$ cat config.mk
export PLATFORM = sky130hd
export DESIGN_NAME = led_wb_frame_fetcher
export DESIGN_NICKNAME = d
export VERILOG_FILES = /design/src/rtl/led_wb_frame_fetcher.sv
export SDC_FILE = /design/constraint.sdc
export NUM_CORES = 1
export LEC_CHECK = 0
export BUFFER_PORTS_ARGS = -buffer_cell sky130_fd_sc_hd__buf_2
export CELL_PAD_IN_SITES_DETAIL_PLACEMENT = 0
export CELL_PAD_IN_SITES_GLOBAL_PLACEMENT = 1
export CORE_MARGIN = 3
export CORE_UTILIZATION = 35
export CTS_CLUSTER_DIAMETER = 80
export CTS_CLUSTER_SIZE = 20
export DETAILED_ROUTE_END_ITERATION = 10
export HOLD_SLACK_MARGIN = 0.08
export PLACE_DENSITY_LB_ADDON = 0.1
export REMOVE_ABC_BUFFERS = 1
export SLEW_MARGIN = 20
export SYNTH_ARGS = -nofsm -noshare
export SYNTH_HDL_FRONTEND = slang
export SYNTH_SLANG_ARGS = --single-unit
export TNS_END_PERCENT = 1
$ cat constraint.sdc
create_clock -name clk -period 2.9 [get_ports clk]
set_input_delay 0.145 -clock clk [delete_from_list [all_inputs] [get_ports clk]]
set_output_delay 0.145 -clock clk [all_outputs]
set_load 0.01 [all_outputs]
$ cat src/rtl/led_wb_frame_fetcher.sv
// Wishbone read master that streams one LED frame buffer into a show-ahead
// prefetch FIFO. Keeps at most FIFO_DEPTH words buffered or in flight, can
// wrap around the buffer, and aborts cleanly on a bus timeout.
module led_wb_frame_fetcher #(
   parameter int ADDR_WIDTH   = 16,
   parameter int DATA_WIDTH   = 32,
   parameter int BUF_ID_WIDTH = 2,
   parameter int BUF_WORDS    = 64,
   parameter int BASE_ADDR    = 0,
   parameter int FIFO_DEPTH   = 4,
   parameter int WB_TIMEOUT   = 255
) (
   input  logic                    clk,
   input  logic                    reset,
   output logic [ADDR_WIDTH-1:0]   wbm_address,
   output logic [DATA_WIDTH-1:0]   wbm_writedata,
   input  logic [DATA_WIDTH-1:0]   wbm_readdata,
   output logic                    wbm_strobe,
   output logic                    wbm_cycle,
   output logic                    wbm_write,
   input  logic                    wbm_ack,
   input  logic [BUF_ID_WIDTH-1:0] buf_id,
   input  logic                    loop,
   input  logic                    start,
   input  logic                    next,
   output logic                    word_valid,
   output logic [DATA_WIDTH-1:0]   word,
   output logic                    word_last,
   output logic                    busy,
   output logic                    err
);

   localparam int IDX_W = $clog2(BUF_WORDS);
   localparam int PTR_W = $clog2(FIFO_DEPTH);
   localparam int CNT_W = PTR_W + 1;
   localparam int TMO_W = $clog2(WB_TIMEOUT + 1);

   typedef enum logic [1:0] {
      S_IDLE,
      S_ISSUE,
      S_BUS,
      S_DONE
   } state_t;

   typedef struct packed {
      logic                  last;
      logic [DATA_WIDTH-1:0] data;
   } entry_t;

   state_t                  state_q, state_n;
   logic [IDX_W-1:0]        idx_q;
   logic [BUF_ID_WIDTH-1:0] buf_q;
   logic                    loop_q;
   logic                    err_q;
   logic                    cyc_q;
   logic [ADDR_WIDTH-1:0]   addr_q;
   logic [TMO_W-1:0]        tmo_q;
   logic                    discard_q;
   logic [PTR_W-1:0]        rd_ptr_q, wr_ptr_q;
   logic [CNT_W-1:0]        count_q;
   entry_t                  mem_q [FIFO_DEPTH];
   entry_t                  head;

   logic                    idx_last, ack_ev, tmo_hit, fifo_empty, can_issue;
   logic                    push, pop, flush, idx_adv, err_set;
   logic [ADDR_WIDTH-1:0]   addr_calc;

   assign idx_last   = (idx_q == IDX_W'(BUF_WORDS - 1));
   assign ack_ev     = (state_q == S_BUS) && wbm_ack;
   assign tmo_hit    = (state_q == S_BUS) && !wbm_ack && (tmo_q == TMO_W'(WB_TIMEOUT - 1));
   assign fifo_empty = (count_q == '0);
   // Credit is the FIFO fill: ISSUE is only ever reached with no read outstanding.
   assign can_issue  = (count_q < CNT_W'(FIFO_DEPTH));
   // Wraps modulo 2^ADDR_WIDTH by truncation.
   assign addr_calc  = ADDR_WIDTH'(BASE_ADDR)
                     + ADDR_WIDTH'(buf_q) * ADDR_WIDTH'(BUF_WORDS)
                     + ADDR_WIDTH'(idx_q);

   // Next-state and datapath control; start overrides everything else.
   always_comb begin
      // NOTE: every signal gets a default first so no path leaves it unassigned (no latch).
      state_n = state_q;
      push    = 1'b0;
      pop     = next && !fifo_empty;
      flush   = 1'b0;
      idx_adv = 1'b0;
      err_set = 1'b0;
      case (state_q)
         S_IDLE: begin
            state_n = S_IDLE;
         end
         S_ISSUE: begin
            if (can_issue) state_n = S_BUS;
         end
         S_BUS: begin
            if (ack_ev) begin
               if (discard_q) begin
                  state_n = S_ISSUE;
               end else begin
                  push    = 1'b1;
                  idx_adv = 1'b1;
                  state_n = (idx_last && !loop_q) ? S_DONE : S_ISSUE;
               end
            end else if (tmo_hit) begin
               state_n = S_IDLE;
               flush   = 1'b1;
               err_set = 1'b1;
            end
         end
         S_DONE: begin
            if (fifo_empty || (count_q == CNT_W'(1) && pop)) state_n = S_IDLE;
         end
         default: state_n = S_IDLE;
      endcase
      if (start) begin
         flush   = 1'b1;
         push    = 1'b0;
         pop     = 1'b0;
         idx_adv = 1'b0;
         err_set = 1'b0;
         // A bus cycle in progress is never cut short; its data is discarded.
         state_n = (state_q == S_BUS && !ack_ev && !tmo_hit) ? S_BUS : S_ISSUE;
      end
   end

   // State, bus, fetch-index and FIFO pointer registers.
   always_ff @(posedge clk) begin
      if (!reset) begin
         state_q   <= S_IDLE;
         idx_q     <= '0;
         buf_q     <= '0;
         loop_q    <= 1'b0;
         err_q     <= 1'b0;
         cyc_q     <= 1'b0;
         addr_q    <= '0;
         tmo_q     <= '0;
         discard_q <= 1'b0;
         rd_ptr_q  <= '0;
         wr_ptr_q  <= '0;
         count_q   <= '0;
      end else begin
         // NOTE: non-blocking assignments so every register samples pre-edge values.
         state_q <= state_n;
         cyc_q   <= (state_n == S_BUS);

         if (state_q != S_BUS && state_n == S_BUS) begin
            addr_q <= addr_calc;
            tmo_q  <= '0;
         end else if (state_q == S_BUS) begin
            tmo_q  <= tmo_q + TMO_W'(1);
         end

         if (start && state_n == S_BUS) discard_q <= 1'b1;
         else if (ack_ev || tmo_hit)    discard_q <= 1'b0;

         if (start) begin
            buf_q  <= buf_id;
            loop_q <= loop;
            idx_q  <= '0;
            err_q  <= 1'b0;
         end else begin
            if (idx_adv) idx_q <= idx_last ? '0 : idx_q + IDX_W'(1);
            if (err_set) err_q <= 1'b1;
         end

         if (flush) begin
            rd_ptr_q <= '0;
            wr_ptr_q <= '0;
            count_q  <= '0;
         end else begin
            if (push) wr_ptr_q <= wr_ptr_q + PTR_W'(1);
            if (pop)  rd_ptr_q <= rd_ptr_q + PTR_W'(1);
            count_q <= count_q + CNT_W'(push) - CNT_W'(pop);
         end
      end
   end

   // FIFO storage write on the ack edge.
   always_ff @(posedge clk) begin
      // NOTE: storage is not reset; the count and pointers alone define its contents.
      if (push) mem_q[wr_ptr_q] <= {idx_last, wbm_readdata};
   end

   assign head          = mem_q[rd_ptr_q];
   assign word_valid    = !fifo_empty;
   assign word          = word_valid ? head.data : '0;
   assign word_last     = word_valid && head.last;
   assign busy          = (state_q != S_IDLE);
   assign err           = err_q;
   assign wbm_cycle     = cyc_q;
   assign wbm_strobe    = cyc_q;
   assign wbm_address   = addr_q;
   assign wbm_write     = 1'b0;
   assign wbm_writedata = '0;

endmodule
==> flow_metrics.py, run 1 <==
metrics = {
    "yosys": {
        "muxShareOfSynthArea_pct": 11.09,
        "synth_xor_area_share_pct": 1.984,
        "syn_inst": 454,
        "synth_edf_count": 132,
        "synth-compound-area-share_pct": 2.250,
        "yosysTopAreaCell": "edfxtp_1",
        "ys_seq_area_share_pct": 67.19,
        "avgSynthCellArea_sq_um": 15.55,
        "ys_top_cells_by_count": "132 x edfxtp_1, 42 x buf_4, 39 x dfxtp_1",
        "synth_seq_cells": 171,
        "synthFlopType": "edfxtp_1",
        "synth_warnings": 0,
        "ys_types": 46,
        "synth.area.top_cells": "edfxtp_1 56%, dfxtp_1 11%, mux4_2 11%, buf_4 4.5%, nor2b_1 3.3%",
        "synthSimpleGateAreaFrac_pct": 9.178,
        "synth_top_area_share_pct": 56.13,
        "syn_area_sq_mm": 0.007062,
        "synthAdderAreaFrac_pct": 1.878,
        "synth.most_common_cell": "edfxtp_1",
        "synth_top_family_by_area": "multiplexers",
        "async_flop_share_pct": 0,
    },
    "critical_path": {
        "crit_type": "flop to flop",
        "cp_data_required_time_ns": 3.20,
        "cp-end-kind": "flop",
        "critPathMaxFanout": 11,
        "crit_path_start_kind": "flop",
        "critPathSlowestCell": "dfxtp_1",
        "path_buf_inv": 2,
        "max_stage_delay_ns": 0.51,
        "worstPathArrival_ns": 2.73,
        "crit_chain": "nand4bb_1, nor2_2, inv_1, ha_1, inv_1, ha_1, fa_1, xnor2_1, xnor2_1, nor2_1",
        "path_delay_family": "adder cells",
    },
    "detailed_routing": {
        "drt_wl_total_um": 13830,
        "num_vias": 3890,
        "avgRoutedWirePerCell_um": 16.04,
        "drt_first_pass_iters": 5,
        "via_per_inst": 4.513,
        "ant_nets": 0,
        "drt_iter0_drc": 152,
        "drc": 0,
    },
    "timing": {
        "setup_violations": 0,
        "maxSlewViolCount": 0,
        "rsz0062_at_grt": "false",
        "worst_pin_slew_ns": 0.6034,
        "relSlewSlack_pct": 59.77,
        "hold_viol_final": 0,
        "finalCritPeriodShare_pct": 83.97,
        "post-route-min-period_ns": 2.435,
        "max_clock_freq_mhz": 410.7,
        "skew_ns": 0.008178,
        "worst_slack_ns": 0.4650,
    },
    "placed_design": {
        "pre_cts_slack_ns": 0.4551,
        "place_congestion": 0.7346,
        "dp_hpwl_um": 8744,
        "post_dp_cell_area_sq_mm": 0.007719,
        "io_buffers": 85,
    },
    "global_route": {
        "grt_max_degree": 36,
        "grt_first_pass_wirelength_um": 21980,
        "antenna_found_initial": 0,
        "gr-total-overflow": 0,
        "grt_usage_pct": 13.07,
        "grt_pass1_vias": 4089,
    },
    "power": {
        "vdd_drop_max_mv": 0.4259,
        "power_density_mw_per_mm2": 589.4,
        "p_leak_nw": 3.105,
    },
    "layout": {
        "areaGrowthSynthToFinish_pct": 22.84,
        "diodes": 0,
        "stdcell_area_sq_mm": 0.008675,
        "drive_above_1_share_pct": 27.47,
        "final_net_count": 634,
    },
    "cts": {
        "cts_tree": "done",
        "clk_pin_slew_ns": 0.06,
        "cts_setup_buffers": 0,
        "cts-htree-levels": 4,
        "clock-sinks": 171,
        "clock_latency_ns": 0.42,
        "root_buffer": "clkbuf_16",
        "cts_buffer_depth": 2,
        "cts_buffers": 17,
    },
    "floorplanning": {
        "dieArea_sq_mm": 0.02192,
        "die_y_um": 148.0,
        "core_sq_mm": 0.01965,
        "fp.dieW_um": 148.0,
        "row_count": 51,
        "ios": 127,
        "start_util_pct": 35.93,
    },
    "min_path": {
        "holdCritPathClass": "input port to flop",
    },
    "run": {
        "drv_cap": 0,
    },
    "outcome": {
        "status": "completed",
    },
}
cells in the final DEF, fill, tap and decap left out, types with 4 or more instances in the layout:
cell,count
edfxtp_1,132
buf_2,85
conb_1,41
nor2b_1,37
dfxtp_1,37
dlygate4sd3_1,37
mux4_2,33
nor2_1,25
nand2_1,24
clkbuf_16,17
inv_1,15
xnor2_1,11
ha_1,9
a21boi_1,8
a21oi_1,6
xor2_1,5
buf_12,5
nor3_1,4
and2_2,4
mux2i_1,4
buf_4,4
path summary, 6_finish.rpt:
path              cells past startpoint      startpoint  slack [ns]        endpoint
setup / recovery                     10      state_q[1]        0.47      count_q[2]
hold / removal                        3           start        0.16      state_q[0]
setup reg to reg                     10      state_q[1]        0.47      count_q[2]
hold reg to reg                       2  wbm_address[3]        0.46  wbm_address[3]
cell type report:
| type | count | area [sq um] |
|---|---|---|
| Fill cell | 1829 | 10980 |
| Sequential cell | 171 | 4747 |
| Multi-Input combinational cell | 248 | 2028 |
| Timing Repair Buffer | 131 | 925.9 |
| Clock buffer | 20 | 436.7 |
| Tap cell | 265 | 331.6 |
| Clock inverter | 12 | 148.9 |
| Inverter | 15 | 56.30 |
worst register-to-register path, cell delays in order, from the launching register on:
cell	delay, ns
dfxtp_1	0.51
nand4bb_1	0.22
nor2_2	0.28
inv_1	0.08
ha_1	0.27
inv_1	0.04
ha_1	0.18
fa_1	0.38
xnor2_1	0.18
xnor2_1	0.13
nor2_1	0.05
routing by layer:
layer,GRT usage [%],part of all wire [%]
met1,16.85,45
met2,21.83,49
met3,3.525,4.3
met4,3.741,0.97
met5,0,0
stage by stage:
step                utilization (%)  std cells  TNS [ns]  hold slack, ns  power, mW
floorplan                         -        434  -0.09955          0.2439      2.796
global placement              39.27        793         0          0.3570      2.874
detailed placement            39.27        793         0          0.3681      2.879
CTS                           44.14        862         0          0.1374      5.185
global route                  44.14        862         0          0.1602      5.316
finish                        44.14        862         0          0.1602      5.112
flip-flops by register name (all words and copies together), names as in the netlist, named ones only:
signal	flops
state_q	2
buf_q	2
rd_ptr_q	2
wr_ptr_q	2
wbm_cycle	1
discard_q	1
idx_q	6
tmo_q	8
count_q	3
loop_q	1
mem_q	132
err	1
wbm_address	8
what timing repair did:
action,CTS,global route
hold buffers,37,0
hold endpoints to repair,133,0
resized for setup,0,0
cell families after synthesis:
family          count (synthesis)
compound gates                 24
xor+xnor                       16
fa+ha+maj                      10
buf+inv                        75
flops                         171
mux                            37
other cells                     1
simple gates                  120
power breakdown:
part / leakage, nW / total, mW / switching [mW] / internal (mW)
Sequential: 1.50 / 2.66 / 0.0117 / 2.65
Combinational: 1.33 / 0.203 / 0.114 / 0.0890
Clock: 0.279 / 2.25 / 0.897 / 1.35
Power figures use the tool's default switching activity.
==> inputs of run 2 (changes only) <==
--- a/config.mk
+++ b/config.mk
@@ -5,6 +5,7 @@
 export SDC_FILE = /design/constraint.sdc
 export NUM_CORES = 1
 export LEC_CHECK = 0
+export ABC_AREA = 1
 export BUFFER_PORTS_ARGS = -buffer_cell sky130_fd_sc_hd__buf_2
 export CELL_PAD_IN_SITES_DETAIL_PLACEMENT = 0
 export CELL_PAD_IN_SITES_GLOBAL_PLACEMENT = 1
==> constraint.sdc (replaced) <==
create_clock -name clk -period 2.2 [get_ports clk]
set_input_delay 0.11 -clock clk [delete_from_list [all_inputs] [get_ports clk]]
set_output_delay 0.11 -clock clk [all_outputs]
set_load 0.01 [all_outputs]
==> flow_metrics.py, run 2 <==
metrics = {
    "outcome": {
        "status": "completed",
    },
    "detailed_routing": {
        "avgRoutedWirePerCell_um": 14.87,
        "drc": 0,
        "ant_nets": 0,
        "via_per_inst": 4.580,
        "drt_first_pass_iters": 4,
        "drt_iter0_drc": 212,
        "num_vias": 4983,
        "drt_wl_total_um": 16180,
    },
    "yosys": {
        "syn_area_sq_mm": 0.007231,
        "syn_inst": 675,
        "synth_top_area_share_pct": 54.82,
        "muxShareOfSynthArea_pct": 0,
        "synth_warnings": 0,
        "synthAdderAreaFrac_pct": 1.834,
        "synth_seq_cells": 171,
        "avgSynthCellArea_sq_um": 10.71,
        "synthSimpleGateAreaFrac_pct": 13.96,
        "synthFlopType": "edfxtp_1",
        "synth_top_family_by_area": "simple AND/OR/NAND/NOR gates",
        "async_flop_share_pct": 0,
        "yosysTopAreaCell": "edfxtp_1",
        "synth_edf_count": 132,
        "ys_top_cells_by_count": "173 x nor2_1, 132 x edfxtp_1, 75 x o21ai_0",
        "synth-compound-area-share_pct": 9.310,
        "ys_types": 30,
        "synth_xor_area_share_pct": 0.9690,
        "synth.most_common_cell": "nor2_1",
        "ys_seq_area_share_pct": 65.62,
        "synth.area.top_cells": "edfxtp_1 55%, dfxtp_1 11%, nor2_1 9.0%, o21ai_0 5.2%, buf_4 4.5%",
    },
    "critical_path": {
        "critPathMaxFanout": 4,
        "crit_path_start_kind": "flop",
        "worstPathArrival_ns": 2.44,
        "crit_type": "flop to flop",
        "cp-end-kind": "flop",
        "cp_data_required_time_ns": 2.56,
    },
    "global_route": {
        "grt_pass1_vias": 4913,
        "grt_usage_pct": 14.70,
        "met3_usage_pct": 3.634,
        "grt.met1_usage_pct": 17.93,
        "grt_first_pass_wirelength_um": 25310,
        "grt_max_degree": 37,
        "gr-total-overflow": 0,
        "busiest_layer": "met2",
        "antenna_found_initial": 0,
        "grt_util_met2_pct": 25.84,
    },
    "placed_design": {
        "dp.cells": 1016,
        "place_congestion": 0.7517,
        "post_dp_cell_area_sq_mm": 0.007953,
        "io_buffers": 85,
        "dp_hpwl_um": 10180,
    },
    "timing": {
        "maxSlewViolCount": 0,
        "max_clock_freq_mhz": 480.8,
        "skew_ns": 0.01093,
        "setup_tns_ns": 0,
        "post-route-min-period_ns": 2.080,
        "hold_viol_final": 0,
        "setup_violations": 0,
        "finalCritPeriodShare_pct": 94.54,
    },
    "layout": {
        "final_cell_count_no_fill": 1088,
        "regMostFlops": "mem_q",
        "largest_register_ffs": 132,
        "final_net_count": 861,
        "regArea_sq_mm": 0.004752,
        "n_fill_cell": 1914,
        "diodes": 0,
        "layout_common_cells": "168 x nor2_1, 132 x edfxtp_1, 85 x buf_2",
        "areaGrowthSynthToFinish_pct": 24.47,
        "mostFrequentLayoutCell": "nor2_1",
        "multi_input_area_sq_mm": 0.002077,
        "drive_above_1_share_pct": 19.44,
        "stdcell_area_sq_mm": 0.009000,
    },
    "floorplanning": {
        "die_y_um": 149.7,
        "row_count": 51,
        "ios": 127,
        "core_sq_mm": 0.01985,
        "fp.dieW_um": 149.7,
        "dieArea_sq_mm": 0.02242,
        "start_util_pct": 36.44,
    },
    "run": {
        "drv_cap": 0,
    },
    "cts": {
        "cts-htree-levels": 4,
        "clock_latency_ns": 0.42,
        "cts_tree": "done",
        "clock-sinks": 171,
        "root_buffer": "clkbuf_16",
        "cts_buffers": 17,
        "cts_buffer_depth": 2,
        "clk_pin_slew_ns": 0.07,
    },
    "power": {
        "vdd_drop_max_mv": 0.5168,
        "power_density_mw_per_mm2": 783.1,
        "finalPower_mw": 7.048,
        "p_leak_nw": 3.487,
    },
    "min_path": {
        "holdCritPathClass": "input port to flop",
    },
}
## run 2: cell types whose count changed after synthesis, sizes merged, moves of 4 or more
cell and delta:
a21boi -9, a21oi +45, and2 -4, clkbuf +7
inv +26, mux2i -4, mux4 -33, nand2 +15
nand3 +18, nor2 +150, nor2b -37, nor3 -6
o21ai +74, xnor2 -9
## run 2: area by class of cell
type | count | share of cell area (%)
Timing Repair Buffer | 147 | 11.71
Multi-Input combinational cell | 433 | 23.08
Inverter | 41 | 1.710
Clock inverter | 11 | 2.169
Sequential cell | 171 | 52.80
Clock buffer | 20 | 4.852
Tap cell | 265 | 3.684
## run 2: per-stage QoR
stage | setup WS, ns | util, % | hold WS (ns)
detailed placement | 0.07145 | 40.07 | 0.3279
global route | -0.0001132 | 45.35 | 0.2286
floorplan | -0.5348 | - | 0.2089
finish | 0.1200 | 45.35 | 0.1879
global placement | 0.1966 | 40.07 | 0.3256
CTS | 0.06198 | 45.27 | 0.1694
## run 2: layer usage
layer  wire length (um)  share of wire (%)
met4                174                1.1
met1               7122                 44
met3                829                5.1
met2               8054                 50
met5                  0                  0
## run 2: kinds of logic (layout without fill, tap and decap cells)
family	count (synthesis)	count (layout)
adders and majority gates	10	10
and+or+nand+nor	242	242
xor gates and xnor gates	8	8
buffers and inverters	111	219
DFF	171	171
other	1	41
AOI/OAI and AO/OA	132	132
## run 2: final timing paths
path / start / end / slack [ns] / cells after the start
worst max-delay path: state_q[0] / discard_q / 0.12 / 7
worst min-delay path: wbm_ack / state_q[0] / 0.19 / 5
worst max register to register: state_q[0] / discard_q / 0.12 / 7
worst min register to register: buf_q[1] / buf_q[1] / 0.46 / 2
## run 2: worst max-delay path: stages (launching register included)
cell and delay, ns:
dfxtp_1 0.34, inv_2 0.10, nand2_2 0.10, nor2_4 0.12, nand2_1 0.05, dlygate4sd3_1 0.55
a211oi_1 0.19, dlygate4sd3_1 0.57
## run 2: power by group
part | total, mW | internal, mW | switching (mW)
sequential | 3.52 | 3.51 | 0.0167
clock | 3.19 | 2.01 | 1.18
combinational | 0.336 | 0.136 | 0.200
## run 2: repair_timing
action,4_1_cts,5_1_grt
setup endpoints to repair,0,6
hold buffers,40,0
endpoints found under the hold margin,135,0
buffers inserted,0,1
resized for setup,0,5
